[src/rtl/cmp_minmax_tracker.sv]
// cmp_minmax_tracker
//   Streaming two-stage magnitude-compare tracker. Each accepted sample is
//   compared against the running maximum and minimum of all earlier samples.
//   Per-sample gt/lt/eq/first flags are reported through a result register
//   with a valid/ready handshake. The extremes and a saturating sample count
//   are updated at the same edge that loads the result.
//
//   Build option: define CMP_TRK_SIGNED_EN to compare samples and extremes as
//   two's complement. By default all comparisons are unsigned.
//
// Ports
//   clk, rst_n                : clock, asynchronous active-low reset
//   clear                     : synchronous flush of pipeline and tracker state
//   in_valid/in_ready/in_data : sample input handshake
//   res_valid/res_ready       : result output handshake
//   res_data                  : sample that the result refers to
//   res_gt/res_lt/res_eq      : sample vs. max (gt, eq) and vs. min (lt), as
//                               they stood before this sample
//   res_first                 : first sample since reset/clear
//   max_q/min_q/cnt_q/empty   : tracker state
module cmp_minmax_tracker #(
  parameter int WIDTH = 16,
  parameter int CNT_W = 8
) (
  input  logic             clk,
  input  logic             rst_n,
  input  logic             clear,
  input  logic             in_valid,
  input  logic [WIDTH-1:0] in_data,
  output logic             in_ready,
  output logic             res_valid,
  input  logic             res_ready,
  output logic [WIDTH-1:0] res_data,
  output logic             res_gt,
  output logic             res_lt,
  output logic             res_eq,
  output logic             res_first,
  output logic [WIDTH-1:0] max_q,
  output logic [WIDTH-1:0] min_q,
  output logic [CNT_W-1:0] cnt_q,
  output logic             empty
);

  function automatic logic is_gt(input logic [WIDTH-1:0] a, input logic [WIDTH-1:0] b);
`ifdef CMP_TRK_SIGNED_EN
    return $signed(a) > $signed(b);
`else
    return a > b;
`endif
  endfunction

  function automatic logic is_lt(input logic [WIDTH-1:0] a, input logic [WIDTH-1:0] b);
`ifdef CMP_TRK_SIGNED_EN
    return $signed(a) < $signed(b);
`else
    return a < b;
`endif
  endfunction

  // Counter sticks at all-ones instead of wrapping.
  function automatic logic [CNT_W-1:0] sat_inc(input logic [CNT_W-1:0] c);
    return (&c) ? c : c + 1'b1;
  endfunction

  logic             s1_vld_p1;
  logic [WIDTH-1:0] s1_data_p1;
  logic             adv;
  logic             gt_p1;
  logic             lt_p1;
  logic             eq_p1;

  assign adv      = s1_vld_p1 && (!res_valid || res_ready);
  assign in_ready = !clear && (!s1_vld_p1 || adv);

  assign gt_p1 = is_gt(s1_data_p1, max_q);
  assign lt_p1 = is_lt(s1_data_p1, min_q);
  assign eq_p1 = (s1_data_p1 == max_q);

  // ---- stage 1: input capture ----
  // Sample data carries no reset; its valid bit qualifies it.
  always_ff @(posedge clk) begin
    if (in_valid && in_ready) s1_data_p1 <= in_data;
  end

  always_ff @(posedge clk or negedge rst_n) begin
    if (!rst_n) begin
      s1_vld_p1 <= 1'b0;
    end else if (clear) begin
      s1_vld_p1 <= 1'b0;
    end else if (in_valid && in_ready) begin
      s1_vld_p1 <= 1'b1;
    end else if (adv) begin
      s1_vld_p1 <= 1'b0;
    end
  end

  // ---- stage 2: compare, result register and tracker update ----
  always_ff @(posedge clk or negedge rst_n) begin
    if (!rst_n) begin
      res_valid <= 1'b0;
      res_data  <= '0;
      res_gt    <= 1'b0;
      res_lt    <= 1'b0;
      res_eq    <= 1'b0;
      res_first <= 1'b0;
      max_q     <= '0;
      min_q     <= '0;
      cnt_q     <= '0;
      empty     <= 1'b1;
    end else if (clear) begin
      res_valid <= 1'b0;
      res_data  <= '0;
      res_gt    <= 1'b0;
      res_lt    <= 1'b0;
      res_eq    <= 1'b0;
      res_first <= 1'b0;
      max_q     <= '0;
      min_q     <= '0;
      cnt_q     <= '0;
      empty     <= 1'b1;
    end else if (adv) begin
      res_valid <= 1'b1;
      res_data  <= s1_data_p1;
      cnt_q     <= sat_inc(cnt_q);
      if (empty) begin
        // First sample seeds both extremes; there is nothing to compare to.
        res_first <= 1'b1;
        res_gt    <= 1'b0;
        res_lt    <= 1'b0;
        res_eq    <= 1'b0;
        max_q     <= s1_data_p1;
        min_q     <= s1_data_p1;
        empty     <= 1'b0;
      end else begin
        res_first <= 1'b0;
        res_gt    <= gt_p1;
        res_lt    <= lt_p1;
        res_eq    <= eq_p1;
        if (gt_p1) max_q <= s1_data_p1;
        if (lt_p1) min_q <= s1_data_p1;
      end
    end else if (res_valid && res_ready) begin
      res_valid <= 1'b0;
    end
  end

endmodule

[config.mk]
export PLATFORM = sky130hd
export DESIGN_NAME = cmp_minmax_tracker
export DESIGN_NICKNAME = d
export VERILOG_FILES = /design/src/rtl/cmp_minmax_tracker.sv
export SDC_FILE = /design/constraint.sdc
export NUM_CORES = 1
export LEC_CHECK = 0
export CORE_MARGIN = 2
export CORE_UTILIZATION = 50
export DETAILED_ROUTE_END_ITERATION = 8
export GPL_TIMING_DRIVEN = 1
export PLACE_DENSITY = 0.82
export SYNTH_ARGS = -nofsm -noshare
export SYNTH_HDL_FRONTEND = slang
export SYNTH_SLANG_ARGS = --single-unit
[constraint.sdc]
create_clock -name clk -period 3 [get_ports clk]
set_input_delay 0.9 -clock clk [delete_from_list [all_inputs] [get_ports clk]]
set_output_delay 0.9 -clock clk [all_outputs]
set_load 0.005 [all_outputs]
Yosys cells after proc, flatten, opt, wreduce, memory -nomap -nowiden
Index checks and enable logic that the tools add are counted.

storage, ports and cells
  output and inout bits = 63
  logic and storage cells = 67
  bits in registers = 79

operators by class
  equal/unequal tests = 2
  add/subtract/negate cells = 1
  reductions and logical operators = 18
  muxes and demuxes = 32
  $lt $le $gt $ge = 2

operator list
  operator             count
  $mux 16              10
  $mux 8               3
  $mux 1               19
  $eq 16x16->1         1
  $gt 16x16->1         1
  $lt 16x16->1         1
  $reduce_bool 3->1    4
  $add 8x1->8 const B  1
  $reduce_and 8->1     1
  $reduce_and 2->1     3
  $logic_and 1x1->1    4
  $logic_not 1->1      3
  $logic_or 1x1->1     2
  $ne 2x2->1 const B   1
  $reduce_bool 2->1    1

Logic depth before layout (Yosys ltp)
  depth after elaboration = 8
  gate-level depth with buffers = 10
  gate-level depth less buffers = 8

Worst setup path after synthesis
Ideal clock, no wire load.

  path kind = flip-flop to flip-flop
  start = register s1_data_p1[15]
  end = register max_q[10]
  period minus slack after synthesis = 2.642 ns
  path slack = 0.358 ns
  cell stages (with the launch flop) = 10
  library setup time = 0.122 ns
  path buffers = 2
  required time = 2.878 ns
  arrival time = 2.521 ns
  cells stage by stage = edfxtp_1 ha_1 nand4_2 or3_4 a211o_1 and3_4 or3_1 buf_6 buf_8 a32o_1

on the way
  longest elaborated chain between the ends = 3

RTL lines
  element                      RTL line  RTL
  start: declaration           66        logic [WIDTH-1:0] s1_data_p1;
  start signal: assignment     82        if (in_valid && in_ready) s1_data_p1 <= in_data;
  $gt 16x16->1                 48        return a > b;
  $reduce_bool 3->1 (no line)  n/a
  $reduce_and 2->1 (no line)   n/a
  end signal: assignment       131       max_q <= s1_data_p1;
  end signal: assignment       139       if (gt_p1) max_q <= s1_data_p1;
  end: declaration             38        output logic [WIDTH-1:0] max_q,

No other way between the ends.
A chain may end at the register's enable or synchronous reset.

Worst setup path in the final report
  start = register max_q[15]
  end = register max_q[5]

on the way
  longest elaborated chain between the ends = 3

RTL lines
  element                      RTL line
  $gt 16x16->1                 48
  $reduce_bool 3->1 (no line)  n/a
  $reduce_and 2->1 (no line)   n/a

No other way between the ends.

==> impl_metrics.toml <==
[status]
run_status = "complete, no violations"

[timing]
final.period_utilization = 0.953
setup_repair_after_global_routing_missed_its_margin = "no"
time_the_final_worst_path_needs_with_i_o_delays_and_setup_ns = 2.86
timing_worst_slew_pin_value_ns = 0.704
timing_max_transition_violations_final = 0
whs_ns = 0.450
finalHoldViolCount = 0
max_clock_freq_mhz = 350
setup_viol = 0
slew_headroom = 0.530
worst_clock_skew_ns = 0.0140

[floorplan]
core_um2 = 7210
initial_core_util = 0.516
fp.dieH_um = 90.3
fp.dieArea_um2 = 8150
floorplan.die.width_um = 90.3
std_cell_rows = 31
boundaryPins = 84

[clocking]
clock_tree.buffer_depth = 2
cts_sinks = 79
ctsHoldBuffers = 0
numCtsBuffers = 9
htree_levels = 3
clock-root-buffer = "sky130_fd_sc_hd__clkbuf_8"
cts_setup_buffers = 0
clk_transition_reported_paths_ns = 0.08
tritoncts = "built"
worstSkewPairLatency_ns = 0.35

[yosys]
synth_fp_nets = 365
synth.yosys.seq_area_share = 0.553
post_synth_design_cell_area_um2 = 3720
netlist_instances = 312
ys_async_sr_fraction = 0.797
synth_flop_cell = "sky130_fd_sc_hd__dfrtp_1"
netlist-cell-type-count = 38
number_of_synthesized_flops_with_an_enable_pin = 16
yosysWarningCount = 0
postSynthRegisterBits = 79
postSynthAreaPerCell_um2 = 11.9

[finish]
areaGrowthSynthToFinish_pct = 33.4
final_std_cell_area_no_fill_um2 = 4960
drive_above_1_share = 0.106
insertedDiodeCount = 0
layout.nets = 465

[power_and_ir_drop]
total_leakage_power_uw = 0.00208
power.total_uw = 2350
pwr_density_cell_nw_per_um2 = 474
max-vdd-ir-drop_v = 0.000344

[global_routing]
grt.overflow.total = 0
grt_pass1_wl_um = 14700
grt_max_degree = 27
number_of_antenna_violations_at_the_first_check_in_global_routing = 0
grt_util_all_layers = 0.229
grt_pass1_vias = 3000

[drt]
routed-via-count = 2901
detailed_route_wire_length_per_cell_um = 17.2
dr.pass1.iters = 4
drt_drc = 0
drt-initial-drc-count = 147
route.antenna.remaining_nets = 0
post_drt_via_cell_ratio = 5.62
postRouteWirelength_um = 8860

[placement]
io_buffers = 83
placed_area_um2 = 4760
gpl.final_weighted_congestion = 0.793
detailed_place_hpwl_um = 6340

[setup_path]
worst_setup_path_end_kind = "flip-flop"
category_of_the_critical_setup_timing_path = "reg -> reg"
worst_path_arrival_ns = 3.10
worst_setup_path_start_kind = "flip-flop"
crit_fanout = 16
critical_path_required_ns = 3.24

[flow_run]
timing.max_cap.violations = 0

[min_path]
hp-class = "in -> async"
[logic make-up after synthesis]
group,Yosys count,synth area share
AOI/OAI and AO/OA,83,0.182
xor gates and xnor gates,6,0.0141
adders and majority gates,32,0.108
buffers and inverters,47,0.0528
DFF,79,0.553
and+or+nand+nor,65,0.0905
[Yosys cell counts (3+ instances only)]
library cell | count | area (µm²)
sky130_fd_sc_hd__dfrtp_1 | 62 | 1550
sky130_fd_sc_hd__a32o_1 | 33 | 330
sky130_fd_sc_hd__inv_1 | 33 | 124
sky130_fd_sc_hd__ha_1 | 32 | 400
sky130_fd_sc_hd__a22o_1 | 19 | 166
sky130_fd_sc_hd__a21oi_1 | 17 | 85.1
sky130_fd_sc_hd__edfxtp_1 | 16 | 480
sky130_fd_sc_hd__nand2_1 | 16 | 60.1
sky130_fd_sc_hd__nor2_1 | 14 | 52.6
sky130_fd_sc_hd__clkbuf_1 | 11 | 41.3
sky130_fd_sc_hd__nor3_1 | 7 | 35.0
sky130_fd_sc_hd__o21ai_0 | 6 | 30.0
sky130_fd_sc_hd__nand3_1 | 5 | 25.0
sky130_fd_sc_hd__nand4_1 | 4 | 25.0
sky130_fd_sc_hd__xor2_1 | 4 | 35.0
sky130_fd_sc_hd__nor2b_1 | 3 | 18.8
sky130_fd_sc_hd__o21bai_1 | 3 | 22.5
[through the flow]
stage / utilization / TNS, ns / setup slack (ns) / instances
2_1_floorplan: - / 0 / 0.358 / 312
3_3_place_gp: 0.660 / -0.000553 / -0.000553 / 500
3_5_place_dp: 0.660 / -0.184 / -0.0176 / 500
4_1_cts: 0.688 / 0 / 0.00619 / 516
5_1_grt: 0.688 / 0 / 0.0163 / 516
6_report: 0.688 / 0 / 0.140 / 516
[flip-flops by register name, summed over array words and instances, names as in the netlist, 8 cells and up]
name	flops
cnt_q	8
max_q	16
min_q	16
res_data	16
s1_data_p1	16
[what timing repair did]
item / CTS / global route
setup endpoints to repair: 1 / 16
gates cloned: 0 / 0
resized for setup: 1 / 1
[cell usage in the layout (no fill, tap or decap), types with 3 or more instances in the layout]
master	Yosys	layout
sky130_fd_sc_hd__clkdlybuf4s50_1	0	81
sky130_fd_sc_hd__dfrtp_1	62	62
sky130_fd_sc_hd__inv_1	33	33
sky130_fd_sc_hd__a32o_1	33	33
sky130_fd_sc_hd__ha_1	32	32
sky130_fd_sc_hd__buf_4	0	20
sky130_fd_sc_hd__a22o_1	19	19
sky130_fd_sc_hd__a21oi_1	17	16
sky130_fd_sc_hd__nand2_1	16	16
sky130_fd_sc_hd__edfxtp_1	16	16
sky130_fd_sc_hd__nor2_1	14	12
sky130_fd_sc_hd__clkbuf_8	0	9
sky130_fd_sc_hd__nor3_1	7	7
sky130_fd_sc_hd__o21ai_0	6	6
sky130_fd_sc_hd__nand3_1	5	5
sky130_fd_sc_hd__nand4_1	4	4
sky130_fd_sc_hd__xor2_1	4	4
sky130_fd_sc_hd__nor2b_1	3	3
sky130_fd_sc_hd__o21bai_1	3	3
[critical path: stages (launching register included)]
cell	delay (ns)
sky130_fd_sc_hd__dfrtp_1	0.39
sky130_fd_sc_hd__inv_1	0.06
sky130_fd_sc_hd__ha_1	0.32
sky130_fd_sc_hd__nand4_2	0.15
sky130_fd_sc_hd__or3_4	0.43
sky130_fd_sc_hd__a211o_1	0.29
sky130_fd_sc_hd__and3_4	0.18
sky130_fd_sc_hd__or3_1	0.61
sky130_fd_sc_hd__a32o_1	0.32
[worst paths after layout]
kind / slack, ns / from / end / depth (start not counted)
hold / removal: 0.45 / rst_n / min_q[1]$_DFFE_PN0P_ / 1
hold reg to reg: 0.51 / res_data[12]$_DFFE_PN0P_ / res_data[12]$_DFFE_PN0P_ / 1
min in group clk: 0.51 / res_data[12]$_DFFE_PN0P_ / res_data[12]$_DFFE_PN0P_ / 1
max in group asynchronous: 1.84 / rst_n / empty$_DFFE_PN1P_ / 2
setup reg to reg: 0.14 / max_q[15]$_DFFE_PN0P_ / max_q[5]$_DFFE_PN0P_ / 8
setup / recovery: 0.14 / max_q[15]$_DFFE_PN0P_ / max_q[5]$_DFFE_PN0P_ / 8
[report_power, final]
part	switching (µW)	total [µW]	internal, µW
Sequential	43.4	1190	1150
Combinational	159	337	178
Clock	365	828	463
[final cells by class]
cell class / instances / area (µm²)
Fill cell: 574 / 2250
Sequential cell: 79 / 2060
Multi-Input combinational cell: 186 / 1480
Timing Repair Buffer: 103 / 975
Clock buffer: 11 / 131
Inverter: 33 / 124
Tap cell: 99 / 124
Clock inverter: 5 / 72.6
[metal layers]
| layer | routed length [µm] | vias to the layer above | GRT usage |
|---|---|---|---|
| met2 | 4340 | 104 | 0.365 |
| met3 | 545 | 14 | 0.0659 |
| met5 | 0 | - | 0 |
| met4 | 184 | 0 | 0.0782 |
| li1 | - | 1351 | - |
| met1 | 3800 | 1432 | 0.302 |
Power figures use the tool's default switching activity.
